File: config.mk
export PLATFORM = sky130hd
export DESIGN_NAME = cipher_uart_tx
export DESIGN_NICKNAME = d
export VERILOG_FILES = /design/src/rtl/cipher_uart_tx.sv
export SDC_FILE = /design/constraint.sdc
export NUM_CORES = 1
export LEC_CHECK = 0
export BUFFER_PORTS_ARGS = -buffer_cell sky130_fd_sc_hd__buf_2
export CORE_UTILIZATION = 67
export CTS_BUF_LIST = sky130_fd_sc_hd__clkbuf_16
export DETAILED_ROUTE_END_ITERATION = 12
export GPL_TIMING_DRIVEN = 1
export PLACE_DENSITY = 0.89
export SYNTH_ARGS = -nofsm -noshare
export SYNTH_HDL_FRONTEND = slang
export SYNTH_SLANG_ARGS = --single-unit
File: constraint.sdc
create_clock -name CLOCK_50 -period 4.77 [get_ports CLOCK_50]
set_input_delay 0.477 -clock CLOCK_50 [delete_from_list [all_inputs] [get_ports CLOCK_50]]
set_output_delay 0.477 -clock CLOCK_50 [all_outputs]
set_load 0.05 [all_outputs]
File: src/rtl/cipher_uart_tx.sv
// Ciphertext byte FIFO feeding an 8N1 UART transmitter (idle-high line).
// Optional CR/LF trailer after each drained burst: define CIPHER_UART_CRLF_EN.
module cipher_uart_tx #(
  parameter int CLKS_PER_BIT = 434,
  parameter int FIFO_DEPTH   = 16,
  parameter int ADDR_W       = 4
) (
  input  logic              CLOCK_50,
  input  logic              reset_n,
  input  logic [7:0]        i_data,
  input  logic              i_valid,
  output logic              o_uart_tx,
  output logic              o_busy,
  output logic [ADDR_W:0]   o_count,
  output logic              o_full,
  output logic              o_overflow
);

`ifdef CIPHER_UART_CRLF_EN
  typedef enum logic [2:0] {S_IDLE, S_START, S_DATA, S_STOP, S_CR, S_LF} state_t;
`else
  typedef enum logic [2:0] {S_IDLE, S_START, S_DATA, S_STOP} state_t;
`endif

  state_t            r_state;
  logic [7:0]        r_mem [FIFO_DEPTH];
  logic [ADDR_W-1:0] r_wptr, r_rptr;
  logic [ADDR_W:0]   r_count;
  logic              r_ovf;
  logic [15:0]       r_baud;
  logic [2:0]        r_bit;
  logic [7:0]        r_shift;
  logic              r_tx;
`ifdef CIPHER_UART_CRLF_EN
  logic [3:0]        r_tbit;
  logic [8:0]        r_tframe;
`endif

  logic w_full, w_pop, w_push, w_bit_end;

  assign w_full    = (r_count == (ADDR_W+1)'(FIFO_DEPTH));
  assign w_pop     = (r_state == S_IDLE) && (r_count != '0);
  // A pop frees a slot in the same edge, so a push into a full FIFO still lands.
  assign w_push    = i_valid && (!w_full || w_pop);
  assign w_bit_end = (r_baud == 16'(CLKS_PER_BIT - 1));

  assign o_uart_tx  = r_tx;
  assign o_count    = r_count;
  assign o_full     = w_full;
  assign o_overflow = r_ovf;
  assign o_busy     = (r_state != S_IDLE) || (r_count != '0);

  always_ff @(posedge CLOCK_50) begin
    if (w_push) r_mem[r_wptr] <= i_data;
  end

  always_ff @(posedge CLOCK_50 or negedge reset_n) begin
    if (!reset_n) begin
      r_wptr  <= '0;
      r_rptr  <= '0;
      r_count <= '0;
      r_ovf   <= 1'b0;
    end else begin
      if (w_push) r_wptr <= r_wptr + 1'b1;
      if (w_pop)  r_rptr <= r_rptr + 1'b1;
      case ({w_push, w_pop})
        2'b10:   r_count <= r_count + 1'b1;
        2'b01:   r_count <= r_count - 1'b1;
        default: r_count <= r_count;
      endcase
      if (i_valid && w_full && !w_pop) r_ovf <= 1'b1;
    end
  end

  always_ff @(posedge CLOCK_50 or negedge reset_n) begin
    if (!reset_n) begin
      r_state  <= S_IDLE;
      r_baud   <= '0;
      r_bit    <= '0;
      r_shift  <= '0;
      r_tx     <= 1'b1;
`ifdef CIPHER_UART_CRLF_EN
      r_tbit   <= '0;
      r_tframe <= '0;
`endif
    end else begin
      r_baud <= r_baud + 16'd1;
      case (r_state)
        S_IDLE: begin
          r_baud <= '0;
          r_tx   <= 1'b1;
          if (w_pop) begin
            r_shift <= r_mem[r_rptr];
            r_tx    <= 1'b0;
            r_state <= S_START;
          end
        end
        S_START: begin
          if (w_bit_end) begin
            r_baud  <= '0;
            r_bit   <= '0;
            r_tx    <= r_shift[0];
            r_state <= S_DATA;
          end
        end
        S_DATA: begin
          if (w_bit_end) begin
            r_baud <= '0;
            if (r_bit == 3'd7) begin
              r_tx    <= 1'b1;
              r_state <= S_STOP;
            end else begin
              r_bit   <= r_bit + 3'd1;
              r_shift <= r_shift >> 1;
              r_tx    <= r_shift[1];
            end
          end
        end
        S_STOP: begin
          if (w_bit_end) begin
            r_baud  <= '0;
            r_state <= S_IDLE;
`ifdef CIPHER_UART_CRLF_EN
            if (r_count == '0) begin
              r_tx     <= 1'b0;
              r_tbit   <= '0;
              r_tframe <= {1'b1, 8'h0D};
              r_state  <= S_CR;
            end
`endif
          end
        end
`ifdef CIPHER_UART_CRLF_EN
        // Trailer frames: r_tframe holds data bits then the stop bit, LSB next.
        S_CR, S_LF: begin
          if (w_bit_end) begin
            r_baud <= '0;
            if (r_tbit == 4'd9) begin
              if (r_state == S_CR) begin
                r_tx     <= 1'b0;
                r_tbit   <= '0;
                r_tframe <= {1'b1, 8'h0A};
                r_state  <= S_LF;
              end else begin
                r_tx    <= 1'b1;
                r_state <= S_IDLE;
              end
            end else begin
              r_tbit   <= r_tbit + 4'd1;
              r_tx     <= r_tframe[0];
              r_tframe <= r_tframe >> 1;
            end
          end
        end
`endif
        default: begin
          r_tx    <= 1'b1;
          r_state <= S_IDLE;
        end
      endcase
    end
  end

endmodule

==> metrics.txt, run 1 <==
DP HPWL around 9.4 mm; Clock transition at path regs ~0.070 ns; pwr dens slightly above 600 nW/µm²; P&R area growth vs syn 10.9%; H-tree level count 4; cell leakage power between 2 and 3 nW; via count roughly 4.0k; Tcrit/Tclk final 64.8%; Worst VDD drop approximately 0.57 mV; Die H 107 µm; top cells by area, synth edfxtp_1 (52%), dfrtp_1 (15%), mux4_2 (8.6%), ha_1 (2.9%), mux4_1 (2.1%); TritonCTS clock tree built; sum of negative setup slack 0 ns; Hold Buf Count CTS 0; detailed-route DRC error count 0; Critical Path Start o_count[1]; slowest stage delay, CP 0.49 ns; Worst path slowest cell dfrtp_1; Slew HR 10.1%; gate count after technology mapping roughly 440; Synth area leader edfxtp_1; f_max 323 MHz; die area 11400 µm²; remaining global-route overflow 0; Max FO, Critical Path 10; Async SR Flop Fraction around a quarter; worst skew pair latency approximately 0.43 ns; Netlist cell types between 40 and 50; share of the synthesized area in the top cell type 52.3%; Bufs and invs on worst path 1; largest net degree at the start of global routing 45; Root Driver clkbuf_16; Worst Hold Class primary input to asynchronous set/reset pin; Reg2Reg Launch Point o_count[1]; final setup fails 0; starting density of the core a little over two thirds; 1st-pass router iterations 5; Cell Count Post-Placement a little under 600; number of synthesized flops with an enable pin ~130; CP Data Arrival Time roughly 3.4 ns; critical path class register to register; Max-Cap Viols 0; DP Worst Slack around 1.8 ns; DRT iter0 DRCs 451; sequential share of the synthesized area between 60% and 70%; vias in the first global route 4191; run status complete, no violations; CP endpoint kind register; RSZ-0062 raised after global routing false; Hold Vio Cnt, Final 0; Worst Tran Pin Value ~1.3 ns; WP data required around 5 ns; initial antenna violation count 0; post-layout min period just over 3 ns; # clock sinks 172; post-CTS setup buffers 0; WL final between 15 and 20 mm; Worst setup SP type register; crit-path cells nor4_1, nand2_1, o21a_1, inv_1, ha_1, xor2_1, ha_1, a31oi_1, or2_2, a21oi_1, xor2_1; diode count 0; Final Max Slew Viols 0; DIE WIDTH between 100 and 150 µm; layout cells sized above 1 about a fifth; syn nets 467; ys flop type edfxtp_1; Syn Std Cell Area between 7000 and 8000 µm²; Commonest cells post-synth edfxtp_1 (128), dfrtp_1 (43), nor2_1 (37), mux4_2 (28), ha_1 (17); via count normalized by instance count 6.60; cell row count 37; setup slack after layout ~1.7 ns; core area 10500 µm²; Filler Cell Count 559; Synth Register Bits 172; overall routing resource usage between 20% and 30%; drt wl/cell roughly 25 µm; post_cts resized 0; Ys Warns 0; most numerous cell in the Yosys netlist edfxtp_1; TritonCTS Buffers 17; IO Count 20; first-pass GRT wire length between 20 and 25 mm; Antenna Nets Post-Route 0; PortBufs 19; Finished Layout Cells between 600 and 700; clock buffer depth 2; mean post-synth cell area 16.7 µm²; Crit path max-delay family simple AND/OR/NAND/NOR gates; skew final approximately 0.0084 ns; Nets between 400 and 500; gpl congestion approximately 0.85
[cells by family after synthesis]
kind of cell,count (synthesis),share of synthesized area (%)
AO/OA/AOI/OAI,43,4.71
XOR/XNOR,27,3.22
adder cells (fa/ha/maj),17,2.89
buffers and inverters,30,2.11
flip-flops,172,67.3
multiplexers,48,12.7
AND/OR/NAND/NOR,102,7.06
[placed cells by master, fill, tap and decap left out, types with 4 or more instances in the layout]
master / n
edfxtp_1: 128
dfrtp_1: 42
nor2_1: 37
mux4_2: 28
buf_2: 19
ha_1: 17
clkbuf_16: 17
nand2_1: 16
xor2_1: 14
xnor2_1: 13
inv_1: 11
mux2i_1: 9
nor3_1: 8
nand3b_1: 8
o21ai_0: 7
nand4_1: 6
nand3_1: 6
a21oi_1: 6
mux4_1: 6
o221a_1: 6
a22o_1: 5
nand2b_1: 4
mux2_2: 4
a221oi_1: 4
clkinv_8: 4
buf_4: 4
[power by group]
part | leakage (nW) | switching (mW) | internal [mW] | total, mW
registers | 1.71 | 0.251 | 1.86 | 2.11
logic | 0.931 | 0.890 | 0.701 | 1.59
clock network | 0.295 | 0.636 | 0.752 | 1.39
total | 2.93 | 1.78 | 3.31 | 5.09
[final timing paths]
path                                    to  slack, ns  cells past startpoint
worst max-delay path            o_count[4]       1.68                     11
worst min-delay path            o_count[0]       0.21                      1
worst max register to register  o_count[4]       1.68                     11
worst min register to register  o_overflow       0.48                      1
max in group asynchronous        r_rptr[0]       3.89                      1
min in group CLOCK_50           o_overflow       0.32                      2
[state kept, by name, indices dropped and copies added (netlist names), 2 cells and up]
name,flops
r_mem,128
r_baud,16
r_shift,8
o_count,5
r_rptr,4
r_wptr,4
r_bit,3
r_state,2
[per-layer routing]
metal | share of wire [%] | global-route usage, % | vias to the layer above
li1 | - | - | 1751
met1 | 38 | 36.5 | 2044
met2 | 53 | 51.3 | 222
met3 | 6.5 | 7.48 | 30
met4 | 2.4 | 10.6 | 0
met5 | 0 | 0 | -
[metrics by stage]
stage / power [mW] / hold WS, ns / util (%) / instance area [µm²]
final: 5.09 / 0.206 / 77.9 / 8160
after CTS: 5.09 / 0.235 / 77.9 / 8150
after detailed placement: 3.68 / 0.472 / 72.0 / 7540
after global placement: 3.57 / 0.467 / 72.0 / 7540
after global routing: 5.30 / 0.278 / 77.9 / 8160
after floorplan: 3.30 / 0.181 / - / 7350
[layout make-up]
class / instances / area [µm²] / area share [%]
flip-flops and latches: 172 / 4950 / 60.7
multi-input cells: 237 / 2250 / 27.6
clock buffers: 17 / 425 / 5.22
clock inverters: 15 / 185 / 2.27
well taps: 136 / 170 / 2.09
repair buffers: 24 / 133 / 1.63
inverters: 12 / 45.0 / 0.552
No activity file was read; power rests on OpenSTA's default activity.
==> run 2, diff against run 1 <==
--- a/config.mk
+++ b/config.mk
@@ -6,11 +6,11 @@
 export NUM_CORES = 1
 export LEC_CHECK = 0
 export BUFFER_PORTS_ARGS = -buffer_cell sky130_fd_sc_hd__buf_2
-export CORE_UTILIZATION = 67
+export CORE_UTILIZATION = 62
 export CTS_BUF_LIST = sky130_fd_sc_hd__clkbuf_16
 export DETAILED_ROUTE_END_ITERATION = 12
 export GPL_TIMING_DRIVEN = 1
-export PLACE_DENSITY = 0.89
+export PLACE_DENSITY = 0.83
 export SYNTH_ARGS = -nofsm -noshare
 export SYNTH_HDL_FRONTEND = slang
 export SYNTH_SLANG_ARGS = --single-unit
==> constraint.sdc (replaced) <==
create_clock -name CLOCK_50 -period 3.1 [get_ports CLOCK_50]
set_input_delay 0.31 -clock CLOCK_50 [delete_from_list [all_inputs] [get_ports CLOCK_50]]
set_output_delay 0.31 -clock CLOCK_50 [all_outputs]
set_load 0.05 [all_outputs]
==> metrics.txt, run 2 (synthesized netlist as in run 1, its figures left out) <==
run status complete, no violations; via count about 4k; final setup fails 0; critical path class register to register; Worst VDD drop 0.549 mV; cell area after placement 7650 µm²; Bufs and invs on worst path 0; WP data required around 3.5 ns; Final Max Slew Viols 0; skew final about 0.0081 ns; post-layout min period approximately 2.9 ns; Root Driver clkbuf_16; drt wl/cell ~23 µm; total chip power approximately 7.6 mW; Psw 2.60 mW; worst skew pair latency 0.43 ns; Antenna Nets Post-Route 0; clock buffer depth 2; first-pass GRT wire length between 20 and 25 mm; sequential share of power between 40% and 50%; starting density of the core between 60% and 70%; Slew HR 34.5%; commonest non-fill, non-tap cell in the layout edfxtp_1; Clk pwr share around 25%; internal cell power approximately 5.0 mW; Die H between 100 and 150 µm; gpl congestion 0.848; H-tree level count 4; CP endpoint kind register; commonest non-fill, non-tap cells in the layout edfxtp_1 (128), dfrtp_1 (42), nor2_1 (37), mux4_2 (28), buf_2 (19); DP HPWL 9.49 mm; grt met2 use a little over two fifths; Worst Hold Class primary input to asynchronous set/reset pin; largest reg by FF count r_mem; Max FO, Critical Path 10; post_cts resized 0; Worst setup SP type register; Nets 503; 1st-pass router iterations 5; Critical Path Start o_count[1]; vias in the first global route a little over 4k; crit-path cells or4_4, nor2_1, nor2_1, ha_2, xor2_1, ha_1, o21a_1, o21ai_0, nand3b_1, a21oi_1, xor2_1; IO Count 20; layout cells sized above 1 a little over a fifth; TritonCTS clock tree built; sum of negative setup slack 0 ns; met3 Use GR 5.80%; DRT iter0 DRCs 396; Hold Buf Count CTS 0; overall routing resource usage 25.9%; slowest stage delay, CP around 0.6 ns; detailed-route DRC error count 0; diode count 0; Crit path max-delay family simple AND/OR/NAND/NOR gates; largest net degree at the start of global routing 45; Reg2Reg Launch Point o_count[1]; Hold Vio Cnt, Final 0; RSZ-0062 raised after global routing false; initial antenna violation count 0; GRT Max-Usage Layer met2; Max-Cap Viols 0; pwr dens about 930 nW/µm²; PortBufs 19; TritonCTS Buffers 17; via count normalized by instance count 6.39; Clock transition at path regs roughly 0.070 ns; WL final 14.5 mm; DIE WIDTH 111 µm; Worst path slowest cell or4_4; Worst Tran Pin Value roughly 1 ns; core area approximately 11000 µm²; CP Data Arrival Time between 3 and 4 ns; Comb power frac between 30% and 40%; # clock sinks roughly 170; post-CTS setup buffers 0; Regs by FF count r_mem: 128 flops, r_baud: 16 flops, r_shift: 8 flops; max FFs per register 128; f_max 343 MHz; Tcrit/Tclk final a little over nine tenths; Sw Share 34.1%; cell leakage power 2.96 nW; fin area just over 8000 µm²; die area 12300 µm²; GR Util met1 roughly a third; remaining global-route overflow 0; P&R area growth vs syn 11.2%; cell row count 39
==> run 2: cell count changes in the layout (fill, tap and decap cells not counted) <==
| cell | before | now |
|---|---|---|
| clkinv_8 | 4 | 0 |
| clkbuf_4 | 1 | 0 |
| clkinv_1 | 0 | 3 |
| clkinv_2 | 1 | 4 |
| inv_1 | 11 | 12 |
| ha_1 | 17 | 16 |
| buf_12 | 0 | 1 |
| buf_4 | 4 | 15 |
| bufinv_16 | 1 | 0 |
| inv_8 | 3 | 1 |
| ha_2 | 0 | 1 |
==> run 2: metrics by stage <==
step / cells / utilization [%] / worst slack (ns) / hold slack (ns)
final: 631 / 71.3 / 0.187 / 0.0481
after global routing: 631 / 71.3 / 0.0160 / 0.116
after CTS: 631 / 71.3 / 0.0804 / 0.0662
after detailed placement: 599 / 66.7 / 0.0979 / 0.482
after global placement: 599 / 66.7 / 0.307 / 0.476
after floorplan: 439 / - / 0.0201 / 0.0144
==> run 2: cell type report <==
type / count / area (µm²)
Sequential cell: 172 / 4950
Inverter: 12 / 45.0
Fill cell: 679 / 3290
Timing Repair Buffer: 35 / 228
Multi-Input combinational cell: 237 / 2250
Clock inverter: 15 / 97.6
Tap cell: 143 / 179
Clock buffer: 17 / 425
==> run 2: path summary, 6_finish.rpt <==
check / endpoint / slack [ns] / cells after the start
max in group asynchronous: r_rptr[0] / 2.39 / 1
worst min register to register: o_uart_tx / 0.52 / 2
worst min-delay path: r_wptr[1] / 0.05 / 1
worst max register to register: o_count[4] / 0.19 / 11
min in group CLOCK_50: o_overflow / 0.17 / 2
worst max-delay path: o_count[4] / 0.19 / 11
==> run 2: power by group through the flow <==
stage / Sequential, mW / Combinational, mW / Clock, mW
3_5_place_dp: 3.24 / 2.50 / 0
2_1_floorplan: 3.22 / 1.86 / 0
4_1_cts: 3.21 / 2.54 / 1.92
5_1_grt: 3.24 / 2.73 / 2.02
6_report: 3.21 / 2.52 / 1.90
3_3_place_gp: 3.20 / 2.37 / 0
==> run 2: worst reg2reg max path: cells and delay by family (launching register included) <==
kind | cells | cell delay (ns)
XOR/XNOR | 2 | 0.31
adder cells (fa/ha/maj) | 2 | 0.51
AND/OR/NAND/NOR | 4 | 0.99
AO/OA/AOI/OAI | 3 | 0.52
flip-flops | 1 | 0.49
==> run 2: per-layer routing <==
metal	routed length (µm)	up-vias
met1	5810	2096
li1	-	1778
met5	0	-
met4	262	0
met2	7740	136
met3	730	24
==> run 3, diff against run 2 <==
--- a/config.mk
+++ b/config.mk
@@ -6,11 +6,14 @@
 export NUM_CORES = 1
 export LEC_CHECK = 0
 export BUFFER_PORTS_ARGS = -buffer_cell sky130_fd_sc_hd__buf_2
-export CORE_UTILIZATION = 62
+export CELL_PAD_IN_SITES_DETAIL_PLACEMENT = 2
+export CELL_PAD_IN_SITES_GLOBAL_PLACEMENT = 2
+export CORE_UTILIZATION = 47
 export CTS_BUF_LIST = sky130_fd_sc_hd__clkbuf_16
 export DETAILED_ROUTE_END_ITERATION = 12
 export GPL_TIMING_DRIVEN = 1
 export PLACE_DENSITY = 0.83
+export RECOVER_POWER = 100
 export SYNTH_ARGS = -nofsm -noshare
 export SYNTH_HDL_FRONTEND = slang
 export SYNTH_SLANG_ARGS = --single-unit
==> metrics.txt, run 3 (synthesized netlist as in run 1, its figures left out) <==
run status finished with violations; violated checks capacitance limit, slew limit; post_cts resized 1; total chip power around 8 mW; Max FO, Critical Path 9; # clock sinks 172; diode count 0; overall routing resource usage 24.5%; drt wl/cell roughly 25 µm; critical path class register to register; commonest non-fill, non-tap cells in the layout edfxtp_1 (128), dfrtp_1 (42), clkbuf_1 (37), nor2_1 (35), mux4_2 (28); commonest non-fill, non-tap cell in the layout edfxtp_1; P&R area growth vs syn 13.4%; Hold Path Depth 2; DIE WIDTH between 100 and 150 µm; Final Max Slew Viols 45; via count slightly above 4k; Regs by FF count r_mem: 128 flops, r_baud: 16 flops, r_shift: 8 flops; f_max between 300 and 400 MHz; largest net degree at the start of global routing 45; Final Hold Slack between 0.15 and 0.2 ns; remaining global-route overflow 0; cell row count 45; Worst Hold Path EP o_overflow; max FFs per register ~130; core area around 15000 µm²; setup slack after layout 0.234 ns; Worst setup SP type register; die area 16100 µm²; WL final ~18 mm; Worst Hold Class primary input to register; final setup fails 0; Cell Count Post-Placement 676; initial antenna violation count 0; Root Driver clkbuf_16; Worst VDD drop ~0.75 mV; largest reg by FF count r_mem; Antenna Nets Post-Route 0; TritonCTS Buffers 17; TritonCTS clock tree built; vias in the first global route 4649; CP dominant cell by count xor2_1; pwr dens 960 nW/µm²; Reg2Reg Launch Point o_count[1]; skew final roughly 0.011 ns; WP data required approximately 3.4 ns; DP HPWL 11.8 mm; H-tree level count 4; crit-path cells buf_4, nor4_1, nand2_1, o21a_1, inv_1, ha_2, xor2_1, ha_1, a31oi_1, or2_2, a21oi_1, xor2_1; Worst path slowest cell dfrtp_1; IO Count 20; CP endpoint kind register; layout cells sized above 1 ~17%; Die H 127 µm; DRT iter0 DRCs 266; worst skew pair latency ~0.43 ns; CP Data Arrival Time ~3.2 ns; Worst Reg2Reg Path Length in Cells 12; first-pass GRT wire length ~28 mm; Slew HR -69.9%; Max-Cap Viols 1; post-layout util between 50% and 60%; Tcrit/Tclk final ~92%; Hold Vio Cnt, Final 0; starting density of the core about half; slowest stage delay, CP between 0.3 and 0.4 ns; Finished Layout Cells approximately 710; cell leakage power approximately 2.9 nW; detailed-route DRC error count 0; post-CTS setup buffers 0; clock buffer depth 2; Hold Buf Count CTS 0; 1st-pass router iterations 4; Worst Tran Pin Value about 2.5 ns; R2R setup slack between 0.2 and 0.25 ns; post-layout min period 2.87 ns; r2r endpoint o_count[4]; via count normalized by instance count approximately 5.8; Nets 512; gpl congestion 0.737; Clock transition at path regs ~0.070 ns; PortBufs 19; hold_sp i_valid; DP Worst Slack about 0.070 ns
==> run 3: cell types whose count changed in the layout (fill, tap and decap cells not counted), sizes merged <==
cell | previous run | this run
buf | 35 | 6
bufinv | 0 | 1
clkbuf | 17 | 55
clkinv | 9 | 7
clkinvlp | 1 | 0
inv | 17 | 19
==> run 3: stage by stage <==
stage / setup TNS (ns) / cell area (µm²)
global placement: 0 / 7800
global route: -0.00174 / 8340
detailed placement: 0 / 7800
floorplan: 0 / 7350
finish: 0 / 8340
CTS: 0 / 8430
==> run 3: worst max-delay path by stage <==
stage | start | endpoint | slack [ns] | cells past startpoint
floorplan | o_count[1] | o_count[4] | 0.02 | 13
global placement | o_count[0] | o_count[4] | 0.31 | 11
detailed placement | r_state[0] | o_count[4] | 0.07 | 11
CTS | o_count[0] | o_count[4] | 0.08 | 11
global route | o_count[1] | o_count[4] | -0.002 | 12
finish | o_count[1] | o_count[4] | 0.23 | 12
==> run 3: final cells by class <==
type / count / area [µm²]
Clock buffer: 17 / 425
Multi-Input combinational cell: 237 / 2260
Inverter: 12 / 45.0
Clock inverter: 15 / 198
Fill cell: 1328 / 6920
Timing Repair Buffer: 44 / 199
Sequential cell: 172 / 4950
Tap cell: 211 / 264
==> run 3: power breakdown <==
part	internal, mW	switching (mW)
Combinational	1.12	1.49
Clock	1.17	1.04
Sequential	2.86	0.324
==> run 3: metal layers <==
metal	global-route usage (%)	routed length (µm)
met1	29.1	7230
met2	44.0	9780
met3	5.23	588
met4	9.03	383
met5	0	0
==> run 3: critical path, delay by kind of cell, from the launching register on <==
kind / cells / cell delay, ns
AOI/OAI and AO/OA: 3 / 0.51
xor gates and xnor gates: 2 / 0.35
adders and majority gates: 2 / 0.51
buffers and inverters: 2 / 0.26
DFF: 1 / 0.38
and+or+nand+nor: 3 / 0.79
